File: config.mk
export PLATFORM = sky130hd
export DESIGN_NAME = ysyx_24080014_mem_ctrl_flat
export DESIGN_NICKNAME = d
export VERILOG_FILES = /design/src/rtl/ysyx_24080014_mem_ctrl_pkg.sv /design/src/rtl/ysyx_24080014_mem_ctrl_if.sv /design/src/rtl/ysyx_24080014_mem_ctrl_lfsr8.sv /design/src/rtl/ysyx_24080014_mem_ctrl.sv /design/src/flat_wrapper.sv
export SDC_FILE = /design/constraint.sdc
export NUM_CORES = 1
export LEC_CHECK = 0
export ABC_AREA = 1
export ABC_CLOCK_PERIOD_IN_PS = 2300
export BUFFER_PORTS_ARGS = -buffer_cell sky130_fd_sc_hd__buf_2
export CAP_MARGIN = 30
export CORE_MARGIN = 4
export CORE_UTILIZATION = 45
export DETAILED_ROUTE_END_ITERATION = 8
export PLACE_DENSITY_LB_ADDON = 0.12
export SYNTH_ARGS = -nofsm -noshare
export SYNTH_HDL_FRONTEND = slang
export SYNTH_HIERARCHICAL = 1
export SYNTH_SLANG_ARGS = --single-unit
File: constraint.sdc
create_clock -name clk -period 2.3 [get_ports clk]
set_input_delay 0.23 -clock clk [delete_from_list [all_inputs] [get_ports clk]]
set_output_delay 0.23 -clock clk [all_outputs]
set_load 0.03 [all_outputs]
File: src/rtl/ysyx_24080014_mem_ctrl_pkg.sv
// Shared encodings and lane helpers for the data-memory controller.
package ysyx_24080014_mem_pkg;

  localparam logic [1:0] SZ_B = 2'b00;
  localparam logic [1:0] SZ_H = 2'b01;
  localparam logic [1:0] SZ_W = 2'b10;
  localparam logic [1:0] SZ_X = 2'b11;

  typedef enum logic [1:0] {
    ST_IDLE   = 2'd0,
    ST_WAIT   = 2'd1,
    ST_ACCESS = 2'd2,
    ST_RESP   = 2'd3
  } state_e;

  // Fibonacci taps 8,6,5,4 expressed as bit positions 7,5,4,3.
  localparam logic [7:0] LFSR_TAPS = 8'hB8;

  // Illegal size, or a half/word that does not sit on its natural boundary.
  function automatic logic req_illegal(input logic [1:0] size, input logic [1:0] off);
    return (size == SZ_X) || (size == SZ_H && off[0]) || (size == SZ_W && off != 2'b00);
  endfunction

  function automatic logic [3:0] store_mask(input logic [1:0] size, input logic [1:0] off);
    case (size)
      SZ_B:    store_mask = 4'b0001 << off;
      SZ_H:    store_mask = 4'b0011 << off;
      default: store_mask = 4'b1111;
    endcase
  endfunction

  // Replicate narrow store data so every lane the mask can select carries it.
  function automatic logic [31:0] store_data(input logic [1:0] size, input logic [31:0] wdata);
    case (size)
      SZ_B:    store_data = {4{wdata[7:0]}};
      SZ_H:    store_data = {2{wdata[15:0]}};
      default: store_data = wdata;
    endcase
  endfunction

  // Pick the addressed lane out of the word, then sign- or zero-extend it.
  function automatic logic [31:0] load_extend(input logic [1:0] size, input logic zext,
                                               input logic [1:0] off, input logic [31:0] word);
    logic [15:0] lane;
    lane = 16'(word >> {off, 3'b000});
    case (size)
      SZ_B:    load_extend = zext ? {24'd0, lane[7:0]} : {{24{lane[7]}}, lane[7:0]};
      SZ_H:    load_extend = zext ? {16'd0, lane} : {{16{lane[15]}}, lane};
      default: load_extend = word;
    endcase
  endfunction

endpackage

File: src/rtl/ysyx_24080014_mem_ctrl_if.sv
// LSU request/response channels plus the physical-memory access port.
interface ysyx_24080014_mem_ctrl_if;
  logic        req_valid;
  logic        req_ready;
  logic        req_wen;
  logic [1:0]  req_size;
  logic        req_unsigned;
  logic [31:0] req_addr;
  logic [31:0] req_wdata;
  logic        resp_valid;
  logic        resp_ready;
  logic [31:0] resp_rdata;
  logic        resp_err;
  // Memory port: a read or write happens at the closing edge of a cycle with ren/wen high.
  logic        pmem_ren;
  logic        pmem_wen;
  logic [31:0] pmem_addr;
  logic [31:0] pmem_wdata;
  logic [3:0]  pmem_wmask;
  logic [31:0] pmem_rdata;

  modport master (
    output req_valid, req_wen, req_size, req_unsigned, req_addr, req_wdata, resp_ready,
    input  req_ready, resp_valid, resp_rdata, resp_err
  );

  modport slave (
    input  req_valid, req_wen, req_size, req_unsigned, req_addr, req_wdata, resp_ready,
    output req_ready, resp_valid, resp_rdata, resp_err,
    output pmem_ren, pmem_wen, pmem_addr, pmem_wdata, pmem_wmask,
    input  pmem_rdata
  );

  modport mem (
    input  pmem_ren, pmem_wen, pmem_addr, pmem_wdata, pmem_wmask,
    output pmem_rdata
  );
endinterface

File: src/rtl/ysyx_24080014_mem_ctrl_lfsr8.sv
// Free-running 8-bit Fibonacci LFSR used to randomise access latency.
module ysyx_24080014_lfsr8
  import ysyx_24080014_mem_pkg::*;
#(
  parameter logic [7:0] SEED = 8'hA5
) (
  input  logic       clk,
  input  logic       rst,
  output logic [7:0] state
);
  logic [7:0] state_reg;

  // Shift left every cycle out of reset, feeding the tap parity into bit 0.
  always_ff @(posedge clk or negedge rst) begin
    if (!rst) begin
      state_reg <= SEED;
    end else begin
      state_reg <= {state_reg[6:0], ^(state_reg & LFSR_TAPS)};
    end
  end

  assign state = state_reg;
endmodule

File: src/rtl/ysyx_24080014_mem_ctrl.sv
// Single-outstanding load/store controller with programmable access latency.
module ysyx_24080014_mem_ctrl
  import ysyx_24080014_mem_pkg::*;
#(
  parameter int unsigned DELAY      = 1,
  parameter int unsigned RAND_DELAY = 0,
  parameter int unsigned DELAY_BITS = 3,
  parameter logic [7:0]  LFSR_SEED  = 8'hA5
) (
  input logic                     clk,
  input logic                     rst,
  ysyx_24080014_mem_ctrl_if.slave bus
);
  state_e      state_reg;
  logic [3:0]  cnt_reg;
  logic        wen_reg;
  logic        uns_reg;
  logic [1:0]  size_reg;
  logic [31:0] addr_reg;
  logic [31:0] wdata_reg;
  logic [31:0] rdata_reg;
  logic        err_reg;
  logic [7:0]  lfsr_state;
  logic        lfsr_unused;
  logic [3:0]  rand_wait;
  logic [3:0]  wait_sel;
  logic        req_bad;
  logic        accept;

  ysyx_24080014_lfsr8 #(.SEED(LFSR_SEED)) u_lfsr (
    .clk   (clk),
    .rst   (rst),
    .state (lfsr_state)
  );

  // Only the low DELAY_BITS of the LFSR form the random wait; the rest is spare.
  assign rand_wait   = lfsr_state[3:0] & 4'((5'd1 << DELAY_BITS) - 5'd1);
  assign lfsr_unused = ^lfsr_state[7:4];
  assign wait_sel    = (RAND_DELAY != 0) ? rand_wait : 4'(DELAY);
  assign req_bad     = req_illegal(bus.req_size, bus.req_addr[1:0]);
  assign accept      = (state_reg == ST_IDLE) && bus.req_valid;

  // Sequencing: accept, optional countdown, one access cycle, hold response until taken.
  always_ff @(posedge clk or negedge rst) begin
    if (!rst) begin
      state_reg <= ST_IDLE;
      cnt_reg   <= '0;
    end else begin
      case (state_reg)
        ST_IDLE: begin
          if (bus.req_valid) begin
            cnt_reg <= wait_sel;
            if (req_bad)                state_reg <= ST_RESP;
            else if (wait_sel == 4'd0)  state_reg <= ST_ACCESS;
            else                        state_reg <= ST_WAIT;
          end
        end
        ST_WAIT: begin
          cnt_reg <= cnt_reg - 4'd1;
          if (cnt_reg == 4'd1) state_reg <= ST_ACCESS;
        end
        ST_ACCESS: state_reg <= ST_RESP;
        ST_RESP:   if (bus.resp_ready) state_reg <= ST_IDLE;
        default:   state_reg <= ST_IDLE;
      endcase
    end
  end

  // Capture the request at the accept edge; later input changes are ignored.
  always_ff @(posedge clk or negedge rst) begin
    if (!rst) begin
      wen_reg   <= 1'b0;
      uns_reg   <= 1'b0;
      size_reg  <= SZ_B;
      addr_reg  <= '0;
      wdata_reg <= '0;
    end else if (accept) begin
      wen_reg   <= bus.req_wen;
      uns_reg   <= bus.req_unsigned;
      size_reg  <= bus.req_size;
      addr_reg  <= bus.req_addr;
      wdata_reg <= bus.req_wdata;
    end
  end

  // Response payload: error flag straight from accept, load data from the access edge.
  always_ff @(posedge clk or negedge rst) begin
    if (!rst) begin
      rdata_reg <= '0;
      err_reg   <= 1'b0;
    end else if (accept && req_bad) begin
      rdata_reg <= '0;
      err_reg   <= 1'b1;
    end else if (state_reg == ST_ACCESS) begin
      err_reg   <= 1'b0;
      rdata_reg <= wen_reg ? '0 : load_extend(size_reg, uns_reg, addr_reg[1:0], bus.pmem_rdata);
    end
  end

  assign bus.req_ready  = (state_reg == ST_IDLE) && rst;
  assign bus.resp_valid = (state_reg == ST_RESP);
  assign bus.resp_rdata = rdata_reg;
  assign bus.resp_err   = err_reg;

  // Memory is touched only during ACCESS, which reset and errored requests never reach.
  assign bus.pmem_ren   = (state_reg == ST_ACCESS) && !wen_reg;
  assign bus.pmem_wen   = (state_reg == ST_ACCESS) && wen_reg;
  assign bus.pmem_addr  = {addr_reg[31:2], 2'b00};
  assign bus.pmem_wmask = store_mask(size_reg, addr_reg[1:0]);
  assign bus.pmem_wdata = store_data(size_reg, wdata_reg);
endmodule

File: src/flat_wrapper.sv
// flat-port wrapper written by rule: the top's interface ports become plain ports
module ysyx_24080014_mem_ctrl_flat import ysyx_24080014_mem_pkg::*;
#(
  parameter int unsigned DELAY      = 1,
  parameter int unsigned RAND_DELAY = 0,
  parameter int unsigned DELAY_BITS = 3,
  parameter logic [7:0]  LFSR_SEED  = 8'hA5
)
  (clk, rst, bus_req_valid, bus_req_wen, bus_req_size, bus_req_unsigned, bus_req_addr, bus_req_wdata, bus_resp_ready, bus_req_ready, bus_resp_valid, bus_resp_rdata, bus_resp_err, bus_pmem_ren, bus_pmem_wen, bus_pmem_addr, bus_pmem_wdata, bus_pmem_wmask, bus_pmem_rdata);
  ysyx_24080014_mem_ctrl_if bus_i ();
  input logic clk;
  input logic rst;
  input wire logic [$bits(bus_i.req_valid)-1:0] bus_req_valid;
  input wire logic [$bits(bus_i.req_wen)-1:0] bus_req_wen;
  input wire logic [$bits(bus_i.req_size)-1:0] bus_req_size;
  input wire logic [$bits(bus_i.req_unsigned)-1:0] bus_req_unsigned;
  input wire logic [$bits(bus_i.req_addr)-1:0] bus_req_addr;
  input wire logic [$bits(bus_i.req_wdata)-1:0] bus_req_wdata;
  input wire logic [$bits(bus_i.resp_ready)-1:0] bus_resp_ready;
  output wire logic [$bits(bus_i.req_ready)-1:0] bus_req_ready;
  output wire logic [$bits(bus_i.resp_valid)-1:0] bus_resp_valid;
  output wire logic [$bits(bus_i.resp_rdata)-1:0] bus_resp_rdata;
  output wire logic [$bits(bus_i.resp_err)-1:0] bus_resp_err;
  output wire logic [$bits(bus_i.pmem_ren)-1:0] bus_pmem_ren;
  output wire logic [$bits(bus_i.pmem_wen)-1:0] bus_pmem_wen;
  output wire logic [$bits(bus_i.pmem_addr)-1:0] bus_pmem_addr;
  output wire logic [$bits(bus_i.pmem_wdata)-1:0] bus_pmem_wdata;
  output wire logic [$bits(bus_i.pmem_wmask)-1:0] bus_pmem_wmask;
  input wire logic [$bits(bus_i.pmem_rdata)-1:0] bus_pmem_rdata;
  assign bus_i.req_valid = bus_req_valid;
  assign bus_i.req_wen = bus_req_wen;
  assign bus_i.req_size = bus_req_size;
  assign bus_i.req_unsigned = bus_req_unsigned;
  assign bus_i.req_addr = bus_req_addr;
  assign bus_i.req_wdata = bus_req_wdata;
  assign bus_i.resp_ready = bus_resp_ready;
  assign bus_req_ready = bus_i.req_ready;
  assign bus_resp_valid = bus_i.resp_valid;
  assign bus_resp_rdata = bus_i.resp_rdata;
  assign bus_resp_err = bus_i.resp_err;
  assign bus_pmem_ren = bus_i.pmem_ren;
  assign bus_pmem_wen = bus_i.pmem_wen;
  assign bus_pmem_addr = bus_i.pmem_addr;
  assign bus_pmem_wdata = bus_i.pmem_wdata;
  assign bus_pmem_wmask = bus_i.pmem_wmask;
  assign bus_i.pmem_rdata = bus_pmem_rdata;
  ysyx_24080014_mem_ctrl #(.DELAY(DELAY), .RAND_DELAY(RAND_DELAY), .DELAY_BITS(DELAY_BITS), .LFSR_SEED(LFSR_SEED)) u_core (.clk(clk), .rst(rst), .bus(bus_i));
endmodule
After elaboration in Yosys (flattened, before gate mapping) --
Cells that the tools add are included.
Storage, ports and cells: flip-flop bits (word level) 107, input port bits 104, output and inout bits 105, word-level logic and storage cells 58
Operators by class: add/sub/neg operators 1, equality and inequality tests 11, shifts and indexed selects 3, muxes and demuxes 17, reduce and logical (&&, ||, !) cells 17
Operator list (number):
- 32-bit two-way mux | 5
- 32-bit case mux with 2 select lines | 2
- 32-bit by 5-bit right shift with 16-bit output | 1
- 4-bit case mux with 2 select lines | 2
- 2-bit == test (second input constant) | 4
- 2-bit two-way mux | 4
- 2-bit case mux with 4 select lines | 1
- 1-bit logical AND | 7
- 2-bit by 1-bit == test with 1-bit output (second input constant) | 3
- 2-bit nonzero test | 3
- 4-bit by 1-bit == test with 1-bit output (second input constant) | 1
- 2-bit logical NOT | 2
- 4-bit two-way mux | 1
- 2-bit inequality test (second input constant) | 2
- 1-bit by 2-bit << shifter with 4-bit output (first input constant) | 1
- 2-bit by 2-bit << shifter with 4-bit output (first input constant) | 1
- 4-bit by 1-bit subtractor with 4-bit output (second input constant) | 1
- 3-bit AND reduction | 1
- 1-bit logical OR | 2
- 1-bit two-way mux | 2
- 2-bit by 1-bit inequality test with 1-bit output (second input constant) | 1
- 2-bit AND reduction | 1
- 1-bit logical NOT | 1

Depth between registers and ports, before layout --
depth in word-level cells 7, mapped depth 10, gate-level depth less buffers 9

Worst setup path after synthesis --
No wires, ideal clock.
path type reg-to-reg, start register u_core.state_reg[0], end register u_core.rdata_reg[21] (netlist: u_core/bus.resp_rdata[21]), library setup time 0.066 ns, arrival time 1.826 ns, setup slack 0.409 ns, stages on the path, launching flop included 10, buffers on the path 1, clock period less this slack 1.891 ns, cell sequence dfrtp_1 -> inv_1 -> ha_1 -> inv_1 -> nor2_1 -> nand2_1 -> buf_2 -> nor2_1 -> nand2_2 -> nand2_1
On the way: word-level cells in the longest chain between the ends 4, elaborated cells on any way between the ends 6
RTL lines:
- start: declaration | RTL line ysyx_24080014_mem_ctrl.sv:14 | state_e state_reg;
- start signal: assignment | RTL line ysyx_24080014_mem_ctrl.sv:46 | state_reg <= ST_IDLE;
- start signal: assignment | RTL line ysyx_24080014_mem_ctrl.sv:53 | if (req_bad) state_reg <= ST_RESP;
- start signal: assignment | RTL line ysyx_24080014_mem_ctrl.sv:54 | else if (wait_sel == 4'd0) state_reg <= ST_ACCESS;
- 2-bit logical NOT | RTL line ysyx_24080014_mem_ctrl.sv:41 | assign accept = (state_reg == ST_IDLE) && bus.req_valid;
- 1-bit logical AND | RTL line ysyx_24080014_mem_ctrl.sv:41
- 1-bit logical AND | RTL line ysyx_24080014_mem_ctrl.sv:91 | end else if (accept && req_bad) begin
- 32-bit two-way mux or 2-bit nonzero test (tied branches)
- end signal: assignment | RTL line ysyx_24080014_mem_ctrl.sv:96 | rdata_reg <= wen_reg ? '0 : load_extend(size_reg, uns_reg, addr_reg[1:0], bus.pmem_rdata);
- end: declaration | RTL line ysyx_24080014_mem_ctrl.sv:21 | logic [31:0] rdata_reg;
Several ways; a longest one is shown, not always the timed one. A chain may end at the register's enable or synchronous reset.

Final worst setup path --
start register u_core.size_reg[1], end output port bus_pmem_wdata[30]
On the way: word-level cells in the longest chain between the ends 2, elaborated cells on any way between the ends 3
RTL lines:
- start: declaration | RTL line ysyx_24080014_mem_ctrl.sv:18 | logic [1:0] size_reg;
- start signal: assignment | RTL line ysyx_24080014_mem_ctrl.sv:80 | size_reg <= bus.req_size;
- 2-bit by 1-bit == test with 1-bit output or 2-bit logical NOT (tied branches) | RTL line ysyx_24080014_mem_ctrl_pkg.sv:34 | case (size)
- 32-bit case mux with 2 select lines (*) | RTL line ysyx_24080014_mem_ctrl_pkg.sv:34
- end: declaration | RTL line flat_wrapper.sv:27 | output wire logic [$bits(bus_i.pmem_wdata)-1:0] bus_pmem_wdata;
Every way passes the cells marked *; elsewhere a longest branch is shown, timed or not.

==> flow_metrics.tcl <==
set metrics [dict create \
    ys_types 25 \
    cts_tree "yes" \
    endpoint_kind "output port" \
    grt-ovfl-total 0 \
    grt_max_degree 108 \
    yosysMostFrequentCell "nand2_1" \
    antenna_cells 0 \
    cp.required_ns 2.07 \
    yosys_warnings 6 \
    fmax_ghz 0.4716 \
    dp_hpwl_mm 11.37 \
    async_flop_share_pct 100.0 \
    p_leak_uw 0.004050 \
    io_buffers 206 \
    grt_pass1_wl_mm 25.19 \
    path_class "flop to output port" \
    cts_buffers 9 \
    via_per_inst 4.780 \
    grtUsageTotal_pct 21.79 \
    finalSetupTns_ns 0 \
    antenna_found_initial 0 \
    cts_resized 0 \
    violations "negative hold slack" \
    cts-root-buf "clkbuf_16" \
    routedWlPerCell_microns 14.17 \
    cap_violations 0 \
    ir_worst_vdd_mv 0.8505 \
    grt_setup_unrepaired "false" \
    worst_pin_slew_ns 0.6003 \
    finalMaxSlewViolations 0 \
    clock-skew-final_ns 0.004187 \
    cts_setup_buffers 0 \
    layout_min_cycle_time_ns 2.120 \
    avgSynthCellArea_sq_um 7.316 \
    cp_max_fo 16 \
    nets 1037 \
    ant_nets 0 \
    hold_path.class "input pin to asynchronous set/reset pin" \
    synth_edf_count 0 \
    hold_viol 34 \
    ys_top_cells_by_area "dfrtp_1, nand2_1, buf_4" \
    grt_pass1_vias 4990 \
    drive_above_1_share_pct 27.82 \
    clk_pin_slew_ns 0.07 \
    setup_viol 0 \
    start_util_pct 46.56 \
    timing.final.crit_share_pct 92.19 \
    run_status "finished with violations" \
    netlist.area_leader.share_pct 47.28 \
    cp-start-kind "flop" \
    gp_congestion 0.8928 \
    drt-total-wl_mm 15.58 \
    clock_sinks 107 \
    die_w_microns 120.2 \
    ctsHoldBuffers 0 \
    synth_seq_cells 107 \
    ios 209 \
    syn2layout_area_growth_pct 20.33 \
    synthesis.area_sq_um 5663 \
    chipHeight_microns 120.2 \
    slew_headroom_pct 59.98 \
    vias 5253 \
    first_pass_iters 5 \
    holdWs_ns -0.06138 \
    syn_inst 774 \
    yosysTopAreaCell "dfrtp_1" \
    critPathArrivalTime_ns 1.89 \
    core_sq_um 12160 \
    fp-row-count 40 \
    cts_buffer_depth 2 \
    die_area_sq_um 14440 \
    rr_worst_depth 10 \
    synth_commonest_cells "nand2_1, dfrtp_1, nor2_1" \
    first_iter_violations 402 \
    postLayoutCoreUtil_pct 56.03 \
    cts_max_level 3 \
    drc_errors 0 \
    ys_dominant_reg_cell "dfrtp_1" \
    clock_latency_ns 0.35 \
    ys_seq_area_share_pct 47.28 \
    power_density_nw_per_um2 1617 \
]
-- worst max-delay path, cell delays in order (launching register included) --
cell,delay [ns]
dfrtp_1,0.47
inv_2,0.08
nand2_1,0.19
inv_2,0.30
nand2_1,0.15
o211ai_1,0.12
buf_2,0.22
-- cell usage in the layout (no fill, tap or decap) --
cell type   count
a21oi_1         5
buf_12          1
buf_2         205
buf_4          10
clkbuf_16       9
clkbuf_8        3
clkinv_2        1
clkinv_4        1
clkinvlp_4      1
conb_1          2
dfrtp_1       107
ha_1            7
inv_1          36
inv_2           8
inv_8           1
nand2_1       369
nand2_2        12
nand2_4         1
nand3_1        41
nand3_2         3
nand3_4         1
nor2_1         54
nor2_2          1
o211ai_1        9
o21ai_0        27
o21ai_1        14
o21ai_2         1
o22ai_1         1
-- cell type report --
class	count	area (sq um)
repair buffers	216	1121
fillers	1226	5348
clock buffers	12	266.5
multi-input cells	548	2341
well taps	168	210.2
clock inverters	4	32.53
flip-flops and latches	107	2678
inverters	44	165.2
-- final timing paths --
path | from | end | slack, ns
max | u_core/size_reg[1]$_DFFE_PN0N_ | bus_pmem_wdata[30] | 0.18
min | rst | u_core/bus.resp_rdata[0]$_DFFE_PN0P_ | -0.06
max reg2reg | u_core/state_reg[0]$_DFFE_PN0P_ | u_core/bus.resp_rdata[2]$_DFFE_PN0P_ | 0.38
min reg2reg | u_core/addr_reg[10]$_DFFE_PN0N_ | u_core/addr_reg[10]$_DFFE_PN0N_ | 0.47
max in group asynchronous | rst | u_core/uns_reg$_DFFE_PN0N_ | 1.87
min in group clk | bus_req_wdata[21] | u_core/wdata_reg[21]$_DFFE_PN0N_ | 0.07
-- cells by family (layout without fill, tap and decap cells) --
kind of cell	count (synthesis)	after routing	share of synthesized area (%)
AO/OA/AOI/OAI	57	57	5.524
adder cells (fa/ha/maj)	7	7	1.547
buffers and inverters	120	276	11.49
flip-flops	107	107	47.28
other	1	2	0.06622
AND/OR/NAND/NOR	482	482	34.09
-- layer usage --
metal / track usage (%) / up-vias / wire length [microns]
met5: 0 / - / 0
met4: 6.657 / 0 / 213
met3: 4.537 / 16 / 1275
met2: 34.28 / 212 / 7205
met1: 30.39 / 2381 / 6884
li1: - / 2644 / -
-- report_power, final --
part	switching, uW	total (uW)	internal (uW)	leakage (uW)
clock	701	1530	832	0.000147
sequential	511	3220	2710	0.00136
combinational	4540	6270	1730	0.00255
total	5750	11000	5270	0.00405
-- per-stage QoR --
stage	worst slack [ns]	hold slack, ns	total power, uW	instances	area, sq um
floorplan	0.4088	-0.06559	8211	775	5667
global route	0.05200	0.002248	11910	1099	6814
CTS	0.1632	0.002536	11110	1099	6814
finish	0.1795	-0.06138	11020	1099	6814
global placement	0.4592	0.3846	9494	1083	6515
detailed placement	0.4151	0.3776	9542	1083	6515
Note: power is estimated with default switching activity, not from simulation.
